[src/rtl/image_core_arbiter_pkg.sv]
// Shared types and constants for the image-core arbiter and its round-robin picker.
package img_pkg;

    typedef enum logic [0:0] {
        IDLE  = 1'b0,
        BURST = 1'b1
    } arb_state_e;

    localparam int DEF_DWIDTH    = 32;
    localparam int DEF_BURST_LEN = 16;

    // Channel-ID width; never narrower than one bit so a single channel still indexes cleanly.
    function automatic int id_width(input int n);
        return (n < 2) ? 1 : $clog2(n);
    endfunction

endpackage

[src/rtl/image_core_arbiter_rr_pick.sv]
// Combinational round-robin selector: first asserted request at or after last_i+1, wrapping.
module rr_pick
    import img_pkg::*;
#(
    parameter int NREQ = 2,
    parameter int IDW  = id_width(NREQ)
) (
    input  logic [NREQ-1:0] req_i,
    input  logic [IDW-1:0]  last_i,
    output logic [IDW-1:0]  grant_o,
    output logic            any_o
);

    logic [IDW-1:0] idx;

    always_comb begin
        grant_o = '0;
        idx     = '0;
        any_o   = |req_i;
        // Walk farthest-to-nearest so the nearest candidate after last_i is written last.
        for (int i = NREQ; i >= 1; i--) begin
            idx = IDW'((int'(last_i) + i) % NREQ);
            if (req_i[idx]) begin
                grant_o = idx;
            end
        end
    end

endmodule

[src/rtl/image_core_arbiter.sv]
// Round-robin, burst-locked sharing of one pixel core between NREQ channels with output ID tagging.
// Optional per-channel beat statistics are compiled in with IMG_ARB_STATS_EN.
module image_core_arbiter
    import img_pkg::*;
#(
    parameter int DWIDTH       = DEF_DWIDTH,
    parameter int NREQ         = 2,
    parameter int BURST_LEN    = DEF_BURST_LEN,
    parameter int CORE_LATENCY = 1,
    parameter int IDW          = id_width(NREQ)
) (
    input  logic                   i_clk,
    input  logic                   i_arst_n,
    input  logic [NREQ*DWIDTH-1:0] s_axis_data,
    input  logic [NREQ-1:0]        s_axis_valid,
    output logic [NREQ-1:0]        s_axis_ready,
    output logic [DWIDTH-1:0]      c_axis_data,
    output logic                   c_axis_valid,
    input  logic                   c_axis_ready,
    input  logic                   r_axis_valid,
    output logic [IDW-1:0]         m_axis_id,
    output logic                   m_axis_id_valid
`ifdef IMG_ARB_STATS_EN
    ,
    input  logic                   stat_clr,
    output logic [NREQ*32-1:0]     stat_beats
`endif
);

    localparam int CW = $clog2(BURST_LEN);

    arb_state_e     state_q, state_d;
    logic [IDW-1:0] grant_q, grant_d;
    logic [IDW-1:0] last_q, last_d;
    logic [CW-1:0]  cnt_q, cnt_d;
    logic [IDW-1:0] tag_q [CORE_LATENCY];

    logic [IDW-1:0]    pick;
    logic              pick_any;
    logic              beat;
    logic [DWIDTH-1:0] ch_data [NREQ];

    for (genvar k = 0; k < NREQ; k++) begin : g_split
        assign ch_data[k] = s_axis_data[k*DWIDTH +: DWIDTH];
    end

    rr_pick #(
        .NREQ (NREQ),
        .IDW  (IDW)
    ) u_pick (
        .req_i   (s_axis_valid),
        .last_i  (last_q),
        .grant_o (pick),
        .any_o   (pick_any)
    );

    always_ff @(posedge i_clk or negedge i_arst_n) begin
        if (!i_arst_n) begin
            state_q <= IDLE;
            grant_q <= '0;
            last_q  <= IDW'(NREQ - 1);
            cnt_q   <= '0;
        end else begin
            state_q <= state_d;
            grant_q <= grant_d;
            last_q  <= last_d;
            cnt_q   <= cnt_d;
        end
    end

    always_comb begin
        state_d      = state_q;
        grant_d      = grant_q;
        last_d       = last_q;
        cnt_d        = cnt_q;
        c_axis_data  = '0;
        c_axis_valid = 1'b0;
        s_axis_ready = '0;
        beat         = 1'b0;
        unique case (state_q)
            IDLE: begin
                if (pick_any) begin
                    grant_d = pick;
                    state_d = BURST;
                end
            end
            BURST: begin
                c_axis_data           = ch_data[grant_q];
                c_axis_valid          = s_axis_valid[grant_q];
                s_axis_ready[grant_q] = c_axis_ready;
                beat                  = c_axis_valid & c_axis_ready;
                // A dropped valid releases the core at once so waiting channels are not starved.
                if (!s_axis_valid[grant_q] || (beat && cnt_q == CW'(BURST_LEN - 1))) begin
                    state_d = IDLE;
                    cnt_d   = '0;
                    last_d  = grant_q;
                end else if (beat) begin
                    cnt_d = cnt_q + 1'b1;
                end
            end
            default: begin
                state_d = IDLE;
            end
        endcase
    end

    // Tag shift register mirrors the core's free-running valid pipeline.
    always_ff @(posedge i_clk or negedge i_arst_n) begin
        if (!i_arst_n) begin
            for (int i = 0; i < CORE_LATENCY; i++) begin
                tag_q[i] <= '0;
            end
        end else begin
            tag_q[0] <= (state_q == BURST) ? grant_q : '0;
            for (int i = 1; i < CORE_LATENCY; i++) begin
                tag_q[i] <= tag_q[i-1];
            end
        end
    end

    assign m_axis_id       = tag_q[CORE_LATENCY-1];
    assign m_axis_id_valid = r_axis_valid;

`ifdef IMG_ARB_STATS_EN
    for (genvar k = 0; k < NREQ; k++) begin : g_stat
        logic [31:0] beats_q;

        always_ff @(posedge i_clk or negedge i_arst_n) begin
            if (!i_arst_n) begin
                beats_q <= '0;
            end else if (stat_clr) begin
                beats_q <= '0;
            end else if (beat && grant_q == IDW'(k)) begin
                beats_q <= beats_q + 32'd1;
            end
        end

        assign stat_beats[k*32 +: 32] = beats_q;
    end
`endif

endmodule

[config.mk]
export PLATFORM = sky130hd
export DESIGN_NAME = image_core_arbiter
export DESIGN_NICKNAME = d
export VERILOG_FILES = /design/src/rtl/image_core_arbiter_pkg.sv /design/src/rtl/image_core_arbiter_rr_pick.sv /design/src/rtl/image_core_arbiter.sv
export SDC_FILE = /design/constraint.sdc
export NUM_CORES = 1
export LEC_CHECK = 0
export BUFFER_PORTS_ARGS = -buffer_cell sky130_fd_sc_hd__buf_2
export CAP_MARGIN = 0
export CELL_PAD_IN_SITES_DETAIL_PLACEMENT = 0
export CELL_PAD_IN_SITES_GLOBAL_PLACEMENT = 1
export CORE_UTILIZATION = 23
export CTS_CLUSTER_DIAMETER = 200
export DETAILED_ROUTE_END_ITERATION = 16
export PLACE_DENSITY_LB_ADDON = 0.1
export SLEW_MARGIN = 10
export SYNTH_ARGS = -nofsm -noshare
export SYNTH_HDL_FRONTEND = slang
export SYNTH_SLANG_ARGS = --single-unit
export TNS_END_PERCENT = 1
[constraint.sdc]
create_clock -name i_clk -period 2.3 [get_ports i_clk]
set_input_delay 0.23 -clock i_clk [delete_from_list [all_inputs] [get_ports i_clk]]
set_output_delay 0.23 -clock i_clk [all_outputs]
set_load 0.03 [all_outputs]
==> impl_metrics.py, run 1 <==
metrics = {
    "worst_setup_path": {
        "critPathCaptureType": "primary output",
        "r2r_start": "state_q",
        "cp_max_fo": 37,
        "crit_required_ns": 2.07,
        "worstPathArrival_ns": 1.48,
        "crit_start": "state_q",
        "crit_path_start_kind": "register",
        "critical_path.endpoint": "c_axis_data[26]",
        "timing.rr.end": "cnt_q[3]",
        "rrSetupSlack_ns": 0.82,
        "worst-r2r-cell-count": 3,
        "crit_type": "reg2out",
    },
    "clock_network": {
        "post_cts_buffers": 0,
        "ctsRootBufferMaster": "clkbuf_8",
        "clk_latency_ns": 0.24,
        "cts_buffers": 3,
        "clk_path_buf_depth": 2,
        "clk_pin_slew_ns": 0.04,
        "cts_tree": "built",
        "clock_sink_count": 8,
        "htree_levels": 1,
    },
    "die": {
        "num_rows": 22,
        "dieArea_um2": 4250,
        "die_h_um": 65.2,
        "start_util_pct": 24.6,
        "io_pins": 107,
        "die_x_um": 65.2,
        "core_um2": 3740,
    },
    "synth": {
        "yosysSeqAreaShare_pct": 21.9,
        "ys_top_cells_by_area": "mux2i_1 35%, dfrtp_1 19%, nor2_1 14%",
        "synth_nets": 178,
        "synth-seq-cells": 8,
        "synth_edf_count": 0,
        "ys_types": 28,
        "yosys_warnings": 0,
        "synth_area_um2": 920,
        "post_synth.cell_area_avg_um2": 8.59,
        "synth_top_cell_by_area": "mux2i_1",
        "synth_flop_cell": "dfrtp_1",
        "synthArstFlopShare_pct": 100,
        "netlist_instances": 107,
        "synth.top_cell.area_share_pct": 34.8,
    },
    "job": {
        "maxCapViolCount": 0,
    },
    "worst_hold_path": {
        "hold_path_class": "in2reg",
    },
    "drt": {
        "vias": 1173,
        "drtIter0Drc": 29,
        "viasPerCell": 4.55,
        "ant_nets": 0,
        "drt_first_pass_iters": 4,
        "wl_mm": 2.91,
        "drt-wirelength-per-cell_um": 11.3,
        "drc": 0,
    },
    "place": {
        "dp_hpwl_mm": 2.33,
        "place.port_buffers": 104,
        "placed_area_um2": 1460,
        "gp_congestion": 0.718,
    },
    "timing": {
        "finalSetupTns_ns": 0,
        "timing.fmax_ghz": 0.584,
        "slew_headroom_pct": 60.5,
        "skew_ns": 0.00741,
        "layout_min_cycle_time_ns": 1.71,
        "hold_viol": 0,
        "rsz0062_at_grt": "false",
        "drv_slew": 0,
        "setup_violations": 0,
        "tightest_slew_ns": 0.592,
        "timing.final.crit_share_pct": 74.4,
    },
    "power": {
        "vdd_drop_max_uv": 518,
        "p_per_area_nw_per_um2": 1360,
        "power_leakage_nw": 0.919,
    },
    "global_routing": {
        "grt_max_degree": 38,
        "overflow": 0,
        "grt_antenna_before_repair": 0,
        "grt_usage_pct": 13.4,
        "grt_pass1_wl_mm": 4.44,
        "grt_pass1_vias": 1050,
    },
    "final_layout": {
        "n_fill_cell": 411,
        "drive_above_1_share_pct": 56.2,
        "final_area_um2": 1520,
        "antenna_cells": 0,
        "fin_nets": 282,
        "synthToLayoutAreaGrowth_pct": 64.8,
    },
    "outcome": {
        "status": "finished clean",
    },
}
[how the worst min path moves through the flow]
stage                                from        end  slack (ns)  depth (start not counted)
after floorplan                  i_arst_n   cnt_q[0]       -0.07                          0
after global placement           i_arst_n  m_axis_id        0.08                          1
after detailed placement         i_arst_n  m_axis_id        0.08                          1
after CTS                 s_axis_valid[1]    state_q        0.28                          2
after global routing      s_axis_valid[1]    state_q        0.29                          2
final                     s_axis_valid[1]    state_q        0.28                          2
[power by group]
group	internal, mW	leakage (nW)	switching [mW]
Sequential	0.204	0.0993	0.0557
Clock	0.121	0.0228	0.0636
Combinational	0.558	0.797	1.06
Total	0.883	0.919	1.18
[registers in the layout, indices dropped and copies added, names as in the netlist]
| register | cells |
|---|---|
| last_q | 1 |
| cnt_q | 4 |
| grant_q | 1 |
| m_axis_id | 1 |
| state_q | 1 |
[worst max-delay path: stages (launching register included)]
cell,delay [ns]
dfrtp_1,0.45
inv_2,0.47
nor2_1,0.10
buf_2,0.20
[synthesized netlist by cell type (all sizes together) (2+ instances only)]
cell	number
and2	2
o21ai	3
mux2	2
nor2	34
buf	8
mux2i	33
dfrtp	7
nand2	3
[cell type report]
class / instances / area, µm² / share of cell area [%]
tap: 48 / 60.1 / 3.96
inverter: 1 / 3.75 / 0.248
multi-input combinational: 90 / 658 / 43.4
clock buffer: 4 / 45.0 / 2.97
timing repair buffer: 107 / 546 / 36.0
sequential: 8 / 203 / 13.4
[routing by layer]
layer  part of all wire (%)  global-route usage (%)  up-vias
met1                     38                    13.6      539
met5                      0                       0        -
li1                       -                       -      581
met2                     52                    25.9       48
met3                    8.5                    2.08        5
met4                    1.7                    6.52        0
[logic make-up after synthesis]
| group | after synthesis | synth area share (%) |
|---|---|---|
| DFF | 8 | 21.9 |
| AOI/OAI and AO/OA | 8 | 6.80 |
| and+or+nand+nor | 46 | 23.3 |
| adders and majority gates | 1 | 1.36 |
| buffers and inverters | 9 | 6.53 |
| muxes | 35 | 40.1 |
[per-stage QoR]
step | utilization, % | power, mW | hold slack [ns] | std cells | worst slack [ns]
2_1_floorplan | - | 1.53 | -0.0656 | 107 | 0.783
3_3_place_gp | 39.0 | 1.88 | 0.0817 | 253 | 0.850
3_5_place_dp | 39.0 | 1.90 | 0.0821 | 253 | 0.809
4_1_cts | 40.5 | 2.09 | 0.282 | 258 | 0.566
5_1_grt | 40.5 | 2.21 | 0.291 | 258 | 0.450
6_report | 40.5 | 2.06 | 0.281 | 258 | 0.588
[timing repair]
action | CTS | global route
endpoints found under the hold margin | 7 | 0
hold buffers | 1 | 0
gates resized for setup | 0 | 0
[layout by cell type, fill, tap and decap left out, types with 2 or more instances in the layout]
cell      synthesis  final
mux2i_1          32     32
buf_2             0    104
nor2_1           34     34
clkbuf_8          0      3
and2_1            2      2
buf_4             3      2
nand2_1           3      3
o21ai_1           2      2
dfrtp_1           7      6
(Power assumes the default switching activity.)
==> run 2, diff against run 1 <==
--- a/config.mk
+++ b/config.mk
@@ -9,7 +9,7 @@
 export CAP_MARGIN = 0
 export CELL_PAD_IN_SITES_DETAIL_PLACEMENT = 0
 export CELL_PAD_IN_SITES_GLOBAL_PLACEMENT = 1
-export CORE_UTILIZATION = 23
+export CORE_UTILIZATION = 21
 export CTS_CLUSTER_DIAMETER = 200
 export DETAILED_ROUTE_END_ITERATION = 16
 export PLACE_DENSITY_LB_ADDON = 0.1
==> constraint.sdc (replaced) <==
create_clock -name i_clk -period 1.6 [get_ports i_clk]
set_input_delay 0.16 -clock i_clk [delete_from_list [all_inputs] [get_ports i_clk]]
set_output_delay 0.16 -clock i_clk [all_outputs]
set_load 0.03 [all_outputs]
==> run 2 against run 1 <==
  * Via count grew 0.94%
  * Combinational power grew 62%
  * Die area grew 9.2%
  * Total power grew 58%
  * Worst hold slack lost 0.048 ns
  * Sequential share of layout area shrank 0.89 points
  * Cell area grew 7.1%
  * Critical path type unchanged
  * Largest power group unchanged
  * Highest routed layer unchanged
==> impl_metrics.py, run 2 (same netlist as run 1, synthesis figures left out) <==
metrics = {
    "drt": {
        "wl_met2_mm": 1.66,
        "viasPerCell": 4.50,
        "dr.max_layer_used": "met4",
        "drtIter0Drc": 10,
        "wl_met1_mm": 1.30,
        "wl_mm": 3.33,
        "drc": 0,
        "vias": 1184,
        "drt_first_pass_iters": 4,
        "drt-wirelength-per-cell_um": 12.7,
        "ant_nets": 0,
        "wl_met3_um": 351,
    },
    "die": {
        "num_rows": 23,
        "dieArea_um2": 4650,
        "start_util_pct": 22.3,
        "die_h_um": 68.2,
        "io_pins": 107,
        "die_x_um": 68.2,
        "core_um2": 4120,
    },
    "timing": {
        "layout_min_cycle_time_ns": 1.58,
        "tightest_slew_ns": 0.355,
        "slew_headroom_pct": 76.3,
        "layout_setup_ws_ns": 0.0171,
        "setup_violations": 0,
        "fin_hold_ws_ns": 0.233,
        "timing.final.crit_share_pct": 98.9,
        "rsz0062_at_grt": "true",
        "drv_slew": 0,
        "timing.fmax_ghz": 0.632,
        "skew_ns": 0.000805,
        "hold_viol": 0,
    },
    "worst_hold_path": {
        "hold_depth": 2,
        "hold_path_class": "in2reg",
    },
    "worst_setup_path": {
        "worst-r2r-cell-count": 3,
        "crit_type": "reg2out",
        "crit_path_start_kind": "register",
        "crit_required_ns": 1.44,
        "worstPathArrival_ns": 1.42,
        "cp_max_fo": 16,
        "critPathCaptureType": "primary output",
    },
    "final_layout": {
        "multi_input_area_um2": 658,
        "n_fill_cell": 427,
        "drive_above_1_share_pct": 56.3,
        "largest_register_ffs": 4,
        "final_cell_mix": "93 x buf_2, 34 x nor2_1, 32 x mux2i_1",
        "fin_nets": 285,
        "synthToLayoutAreaGrowth_pct": 76.5,
        "regMostFlops": "cnt_q",
        "seq_area_um2": 203,
        "mostFrequentLayoutCell": "buf_2",
        "antenna_cells": 0,
        "post-route-util_pct": 39.4,
    },
    "global_routing": {
        "grt_max_degree": 38,
        "grt_usage_pct": 11.8,
        "grt_pass1_vias": 1029,
        "grt_pass1_wl_mm": 4.22,
        "overflow": 0,
        "grt_antenna_before_repair": 0,
    },
    "power": {
        "p_total_mw": 3.27,
        "vdd_drop_max_uv": 1100,
        "p_per_area_nw_per_um2": 2010,
        "power_leakage_nw": 0.967,
    },
    "clock_network": {
        "ctsRootBufferMaster": "clkbuf_8",
        "htree_levels": 1,
        "clock_sink_count": 8,
        "clk_latency_ns": 0.23,
        "clk_pin_slew_ns": 0.04,
        "clk_path_buf_depth": 2,
        "cts_tree": "built",
        "cts_buffers": 3,
    },
    "outcome": {
        "status": "finished clean",
    },
    "place": {
        "dp_hpwl_mm": 2.47,
        "place.port_buffers": 104,
        "post-place-ws_ns": 0.201,
        "gp_congestion": 0.761,
    },
    "job": {
        "maxCapViolCount": 0,
    },
}
## run 2: cell count changes in the layout (fill, tap and decap cells not counted)
cell            delta
dlymetal6s2s_1     +1
buf_2             -11
buf_12             +1
clkbuf_4           +1
inv_4              +1
inv_2              -1
clkbuf_16          +2
buf_4              +9
## run 2: critical path, cell delays in order, from the launching register on
cell       delay [ns]
dfrtp_2          0.50
clkbuf_16        0.25
mux2i_1          0.21
nor2_1           0.05
buf_4            0.18
## run 2: layout make-up
class                           instances  area share [%]
Clock buffer                            4            2.78
Inverter                                1           0.386
Multi-Input combinational cell         90            40.6
Sequential cell                         8            12.5
Tap cell                               50            3.86
Timing Repair Buffer                  110            39.9
## run 2: repair_timing
item | in CTS | in global routing
hold buffers | 1 | 0
endpoints found under the setup margin | 10 | 33
buffers inserted | 0 | 1
resized for setup | 10 | 3
endpoints found under the hold margin | 8 | 0
cloned | 0 | 2
## run 2: through the flow
| stage | cell area (µm²) | instances | setup TNS [ns] |
|---|---|---|---|
| after floorplan | 920 | 107 | 0 |
| after global placement | 1480 | 255 | 0 |
| after detailed placement | 1480 | 255 | 0 |
| after CTS | 1560 | 260 | -0.0218 |
| after global routing | 1620 | 263 | -0.547 |
| final | 1620 | 263 | 0 |
## run 2: worst paths after layout
check / to / start / slack [ns]
min: state_q / s_axis_valid[1] / 0.23
min reg2reg: cnt_q[1] / cnt_q[1] / 0.54
max in group asynchronous: last_q / i_arst_n / 1.06
max: c_axis_data[22] / grant_q / 0.02
min in group asynchronous: cnt_q[2] / i_arst_n / 0.30
max reg2reg: cnt_q[0] / grant_q / 0.18
## run 2: layer usage
layer / vias up / global-route usage, %
met3: 4 / 4.00
li1: 591 / -
met4: 0 / 2.08
met1: 519 / 12.1
met5: - / 0
met2: 70 / 22.7
## run 2: power by group
part	switching (mW)	total [mW]	internal (mW)
Clock	0.0814	0.254	0.173
Combinational	1.59	2.62	1.03
Sequential	0.0979	0.391	0.294
